<file path="src/rtl/alu_arbiter.sv">
// Two-port arbiter in front of a shared 16-bit ALU: registers one request's operands onto the ALU,
// waits a settle cycle, and returns the captured result. Define ALU_ARB_RR_EN for round-robin arbitration.
module alu_arbiter #(
  parameter int DATA_LEN    = 16,
  parameter int ALU_SIG_LEN = 3
) (
  input  logic                   clk,
  input  logic                   reset,
  input  logic                   req0,
  input  logic                   req1,
  input  logic [ALU_SIG_LEN-1:0] op0,
  input  logic [ALU_SIG_LEN-1:0] op1,
  input  logic [DATA_LEN-1:0]    a0,
  input  logic [DATA_LEN-1:0]    b0,
  input  logic [DATA_LEN-1:0]    a1,
  input  logic [DATA_LEN-1:0]    b1,
  input  logic [DATA_LEN-1:0]    alu_out,
  input  logic                   alu_z,
  input  logic                   alu_finish,
  output logic [DATA_LEN-1:0]    alu_a,
  output logic [DATA_LEN-1:0]    alu_b,
  output logic [ALU_SIG_LEN-1:0] alu_sel,
  output logic                   gnt0,
  output logic                   gnt1,
  output logic                   rsp_valid0,
  output logic                   rsp_valid1,
  output logic [DATA_LEN-1:0]    rsp_data,
  output logic                   rsp_z,
  output logic                   busy,
  output logic                   halted
);

  typedef enum logic [1:0] {ST_IDLE, ST_DRIVE, ST_SETTLE, ST_DONE} state_t;

  // Parking the select guarantees the ALU sees a select edge on every issue.
  localparam logic [ALU_SIG_LEN-1:0] PARK_SEL = ALU_SIG_LEN'(3'b101);

  state_t                   r_state, w_state_nxt;
  logic [DATA_LEN-1:0]      r_alu_a, w_alu_a_nxt;
  logic [DATA_LEN-1:0]      r_alu_b, w_alu_b_nxt;
  logic [ALU_SIG_LEN-1:0]   r_alu_sel, w_alu_sel_nxt;
  logic [1:0]               r_gnt, w_gnt_nxt;
  logic [1:0]               r_rsp_valid, w_rsp_valid_nxt;
  logic [DATA_LEN-1:0]      r_rsp_data, w_rsp_data_nxt;
  logic                     r_rsp_z, w_rsp_z_nxt;
  logic                     r_last_grant, w_last_grant_nxt;
  logic                     r_halted, w_halted_nxt;
  logic                     w_any_req;
  logic                     w_win;

  assign w_any_req = req0 | req1;

`ifdef ALU_ARB_RR_EN
  assign w_win = (req0 && req1) ? ~r_last_grant : req1;
`else
  assign w_win = ~req0;
`endif

  always_comb begin
    // NOTE: every signal gets a default before the case so no path leaves one unassigned (no latches).
    w_state_nxt      = r_state;
    w_alu_a_nxt      = r_alu_a;
    w_alu_b_nxt      = r_alu_b;
    w_alu_sel_nxt    = r_alu_sel;
    w_gnt_nxt        = r_gnt;
    w_rsp_valid_nxt  = 2'b00;
    w_rsp_data_nxt   = r_rsp_data;
    w_rsp_z_nxt      = r_rsp_z;
    w_last_grant_nxt = r_last_grant;
    w_halted_nxt     = r_halted | alu_finish;

    case (r_state)
      ST_IDLE: begin
        w_alu_sel_nxt = PARK_SEL;
        if (w_any_req && !r_halted) begin
          w_alu_sel_nxt    = w_win ? op1 : op0;
          w_alu_a_nxt      = w_win ? a1  : a0;
          w_alu_b_nxt      = w_win ? b1  : b0;
          w_gnt_nxt        = w_win ? 2'b10 : 2'b01;
          w_last_grant_nxt = w_win;
          w_state_nxt      = ST_DRIVE;
        end
      end
      ST_DRIVE: w_state_nxt = ST_SETTLE;
      ST_SETTLE: begin
        w_rsp_data_nxt  = alu_out;
        w_rsp_z_nxt     = alu_z;
        w_rsp_valid_nxt = r_gnt;
        w_gnt_nxt       = 2'b00;
        w_alu_sel_nxt   = PARK_SEL;
        w_state_nxt     = ST_DONE;
      end
      // Requests are deliberately ignored here so a requester dropping on this edge is not re-granted.
      ST_DONE: w_state_nxt = ST_IDLE;
      default: w_state_nxt = ST_IDLE;
    endcase
  end

  always_ff @(posedge clk) begin
    if (reset) begin
      r_state      <= ST_IDLE;
      r_alu_a      <= '0;
      r_alu_b      <= '0;
      r_alu_sel    <= PARK_SEL;
      r_gnt        <= 2'b00;
      r_rsp_valid  <= 2'b00;
      r_rsp_data   <= '0;
      r_rsp_z      <= 1'b0;
      r_last_grant <= 1'b1;
      r_halted     <= 1'b0;
    end else begin
      // NOTE: non-blocking assignments so every register samples pre-edge values.
      r_state      <= w_state_nxt;
      r_alu_a      <= w_alu_a_nxt;
      r_alu_b      <= w_alu_b_nxt;
      r_alu_sel    <= w_alu_sel_nxt;
      r_gnt        <= w_gnt_nxt;
      r_rsp_valid  <= w_rsp_valid_nxt;
      r_rsp_data   <= w_rsp_data_nxt;
      r_rsp_z      <= w_rsp_z_nxt;
      r_last_grant <= w_last_grant_nxt;
      r_halted     <= w_halted_nxt;
    end
  end

  assign alu_a      = r_alu_a;
  assign alu_b      = r_alu_b;
  assign alu_sel    = r_alu_sel;
  assign gnt0       = r_gnt[0];
  assign gnt1       = r_gnt[1];
  assign rsp_valid0 = r_rsp_valid[0];
  assign rsp_valid1 = r_rsp_valid[1];
  assign rsp_data   = r_rsp_data;
  assign rsp_z      = r_rsp_z;
  assign busy       = (r_state != ST_IDLE);
  assign halted     = r_halted;

endmodule

</file>
<file path="config.mk">
export PLATFORM = sky130hd
export DESIGN_NAME = alu_arbiter
export DESIGN_NICKNAME = d
export VERILOG_FILES = /design/src/rtl/alu_arbiter.sv
export SDC_FILE = /design/constraint.sdc
export NUM_CORES = 1
export LEC_CHECK = 0
export CAP_MARGIN = 25
export CORE_ASPECT_RATIO = 0.7
export CORE_UTILIZATION = 56
export DETAILED_ROUTE_END_ITERATION = 8
export DONT_BUFFER_PORTS = 1
export HOLD_SLACK_MARGIN = 0.03
export PLACE_DENSITY = 0.74
export SETUP_SLACK_MARGIN = 0.2
export SLEW_MARGIN = 20
export SYNTH_ARGS = -nofsm -noshare
export SYNTH_HDL_FRONTEND = slang
export SYNTH_SLANG_ARGS = --single-unit
</file>
<file path="constraint.sdc">
create_clock -name clk -period 1.35 [get_ports clk]
set_input_delay 0.135 -clock clk [delete_from_list [all_inputs] [get_ports clk]]
set_output_delay 0.135 -clock clk [all_outputs]
set_load 0.1 [all_outputs]
</file>
Word-level counts from Yosys, hierarchy flattened

Cells that the tools add are included.
Widths: inputs -> output; s select.

Memory bits (writable): 0
Bits in latches: 0
Output and inout port bits: 58
Bits in read-only memories: 0
Bits of input ports: 92
Register bits after elaboration: 59
Memories: 0

Divide/modulo/power cells: 0
Shift-type cells: 0
Order comparisons: 0
Bitwise gates (word level): 3
$mul: 0
Eq/ne operators: 4
Reduce and logical (&&, ||, !) cells: 8
Muxes and demuxes: 10
$add $sub $neg: 0

Operators by type and width:

| operator           | number |
|---|---|
| $mux 16            | 2 |
| $pmux 2 s4         | 1 |
| $mux 2             | 3 |
| $mux 3             | 2 |
| $pmux 3 s2         | 1 |
| $eq 2x2->1 const B | 2 |
| $pmux 2 s2         | 1 |
| $reduce_and 2->1   | 2 |
| $reduce_bool 2->1  | 2 |
| $eq 2x1->1 const B | 1 |
| $logic_not 2->1    | 1 |
| $ne 2x2->1 const B | 1 |
| $or 1x1->1         | 2 |
| $reduce_or 2->1    | 1 |
| $logic_and 1x1->1  | 1 |
| $logic_not 1->1    | 1 |
| $not 1->1          | 1 |

Longest topological paths before layout

Depth after elaboration: 4
Depth in mapped cells: 8
Depth with buffers taken out: 5

Worst setup path after synthesis

OpenSTA, ideal clock, no wires.

Path type: register -> register
Start point: register r_halted, in the netlist halted
End point: register r_alu_a[0], in the netlist alu_a[0]
Arrival: 1810 ps
Stages on the path, launching flop included: 7
Slack: -542 ps
Clock period less this slack: 1892 ps
Buffers on the path: 3
Required time: 1269 ps
Path through: dfxtp_1 -> nor2b_1 -> buf_4 -> and2_4 -> buf_6 -> buf_6 -> a211oi_2

Cells in the longest elaborated chain, start to end: 3

Ends and longest elaborated chain:

| what                       | RTL line | text |
|---|---|---|
| start, declared            | 47       | `logic r_halted, w_halted_nxt;` |
| start signal, assigned     | 122      | `r_halted <= w_halted_nxt;` |
| $logic_not 1->1            | 75       | `if (w_any_req && !r_halted) begin` |
| $logic_and 1x1->1          | 75       |  |
| $reduce_and 2->1 (no line) | n/a      |  |
| end signal, assigned       | 114      | `r_alu_a <= w_alu_a_nxt;` |
| end, declared              | 39       | `logic [DATA_LEN-1:0] r_alu_a, w_alu_a_nxt;` |

Every way passes these cells.
A chain may end at the register's enable or synchronous reset.

Worst setup path after layout

Start point: register r_state[1]
End point: output port busy

Cells in the longest elaborated chain, start to end: 1

Ends and longest elaborated chain:

| what                   | RTL line | text |
|---|---|---|
| start, declared        | 38       | `state_t r_state, w_state_nxt;` |
| start signal, assigned | 113      | `r_state <= w_state_nxt;` |
| $reduce_bool 2->1      | 135      | `assign busy = (r_state != ST_IDLE);` |
| end, declared          | 29       | `output logic busy,` |

Every way passes these cells.

==> impl_metrics.json <==
{
  "status": "finished, violations left",
  "violations": "negative hold slack, negative setup slack",
  "grt_pass1_wl_um": 11100,
  "wirelength_um": 9900,
  "gr-usage-all-layers": 0.290,
  "cp-start-kind": "flip-flop",
  "rsz0062_at_grt": "true",
  "synthArstFlopShare": 0,
  "synth-main-ff-cell": "dfxtp_1",
  "synth_edf_count": 0,
  "finalInstanceArea_um2": 4190,
  "fin_crit_sh": 1.10,
  "hp-start": "reset",
  "hold_path.class": "in -> reg",
  "area_growth_pct": 54.3,
  "tritoncts": "done",
  "start_util": 0.602,
  "yosysSeqAreaShare": 0.435,
  "cts-buffers-inserted": 9,
  "first_pass_iters": 5,
  "worstPathRequired_ps": 1220,
  "drt-initial-drc-count": 134,
  "root_buffer": "clkbuf_8",
  "antenna_found_initial": 0,
  "startpoint": "r_state[1]",
  "drc_errors": 0,
  "fp.dieW_um": 85.2,
  "cp-end-kind": "output port",
  "rows": 20,
  "period_needed_ps": 1490,
  "yosys-top-cells-area": "dfxtp_1 (44%), mux2i_1 (18%), a211oi_2 (14%), a21oi_1 (6.3%), nor2_1 (2.6%)",
  "fmax_ghz": 0.673,
  "ys_ff_latch": 59,
  "via_count": 2514,
  "synth_largest_area_cell": "dfxtp_1",
  "p_total_mw": 13.3,
  "ys_types": 29,
  "powerDensity_nw_per_um2": 3180,
  "die_y_um": 60.2,
  "syn-mean-instance-area_um2": 10.6,
  "worstSetupPathType": "reg -> out",
  "fin_nets": 420,
  "viasPerCell": 6.53,
  "skew_ps": 7.55,
  "setup_violations": 39,
  "critPathArrivalTime_ps": 1350,
  "gpl.final_weighted_congestion": 0.741,
  "htree_levels": 3,
  "rrSetupSlack_ps": -130,
  "tightestPinTransition_ps": 393,
  "worst_slack_ps": -137,
  "grt_pass1_vias": 2214,
  "synth.most_common_cell": "dfxtp_1",
  "maxCapViolCount": 0,
  "r2r_start": "r_state[1]",
  "synthesis.nets": 350,
  "antenna_cells": 0,
  "vdd_ir_drop_max_mv": 2.40,
  "clockBufferDepth": 2,
  "yosys_warnings": 0,
  "hold_viol_final": 59,
  "syn_inst": 255,
  "path_clk_slew_ps": 70,
  "slew_headroom": 0.738,
  "synth_top_area_share": 0.435,
  "io_buffers": 0,
  "core-area_um2": 4500,
  "cts.sinks": 59,
  "leakagePower_nw": 1.66,
  "placed_cell_area_um2": 3200,
  "grt_max_degree": 60,
  "final_antenna_net_count": 0,
  "whs_ps": -134,
  "dieArea_um2": 5130,
  "ios": 150,
  "slew_violations": 0,
  "place_hpwl_um": 4120,
  "drive_gt1_frac": 0.600,
  "wl_per_cell_um": 25.7,
  "syn_area_um2": 2710,
  "clk_latency_ps": 340,
  "yosys-top-cells-count": "dfxtp_1 (59), mux2i_1 (49), a21oi_1 (34)",
  "worstPathMaxFanout": 2,
  "grt-ovfl-total": 0
}
state kept, by name, indices dropped and copies added, names as in the netlist:
name,flops
r_state,2
alu_b,16
rsp_z,1
r_gnt,2
r_rsp_valid,2
halted,1
alu_a,16
rsp_data,16
alu_sel,3
power breakdown:
part           switching (mW)  internal (mW)
Sequential              0.533           2.29
Combinational            5.86           3.18
Clock                   0.688          0.763
per-stage QoR:
stage	std cells	hold WS, ps	util	TNS [ps]	worst slack (ps)
final	385	-134	0.929	-2060	-137
after global routing	385	-157	0.929	-4970	-182
after CTS	384	-149	0.852	-189	-43.5
after detailed placement	352	201	0.711	-3530	-132
after global placement	352	200	0.711	-2480	-81.0
after floorplan	255	250	-	-3420	-127
cell families after synthesis:
family | share of synthesized area
AO/OA/AOI/OAI | 0.241
adder cells (fa/ha/maj) | 0.0138
buffers and inverters | 0.0646
flip-flops | 0.435
multiplexers | 0.185
AND/OR/NAND/NOR | 0.0600
timing repair:
action	4_1_cts	5_1_grt
setup endpoints to repair	51	79
endpoints found under the hold margin	59	59
gates cloned	5	1
setup buffers	11	0
pin swaps	28	28
resized for setup	52	73
final timing paths:
kind	end	cells after the start
worst max-delay path	busy	5
worst min-delay path	halted	1
worst max register to register	r_gnt[0]	6
worst min register to register	rsp_data[14]	2
critical path, stage by stage, from the launching register on:
cell and delay (ps):
dfxtp_2 340, inv_2 80, ha_4 150, buf_8 100, clkinvlp_4 140, buf_12 200
area by class of cell:
type                            count  area, µm²
Clock buffer                       14        163
Clock inverter                      2       10.0
Fill cell                         141        318
Inverter                            5       22.5
Multi-Input combinational cell    165       1670
Sequential cell                    59       1220
Tap cell                           55       68.8
Timing Repair Buffer               85       1040
placed cells by master (no fill, tap or decap), types with 4 or more instances in the layout:
cell,instances
dfxtp_2,26
buf_6,23
a21oi_4,18
dfxtp_1,32
mux2i_1,49
nor2_1,19
a21oi_2,10
nand3_1,4
a21oi_1,6
buf_16,4
buf_4,38
clkbuf_8,11
a211oi_2,32
buf_12,15
buf_8,4
layer usage:
layer / global-route usage / wire, µm
met5: 0 / 0
met4: 0.0363 / 398
met3: 0.106 / 812
met2: 0.512 / 5180
met1: 0.353 / 3520
No activity file was read; power rests on OpenSTA's default activity.
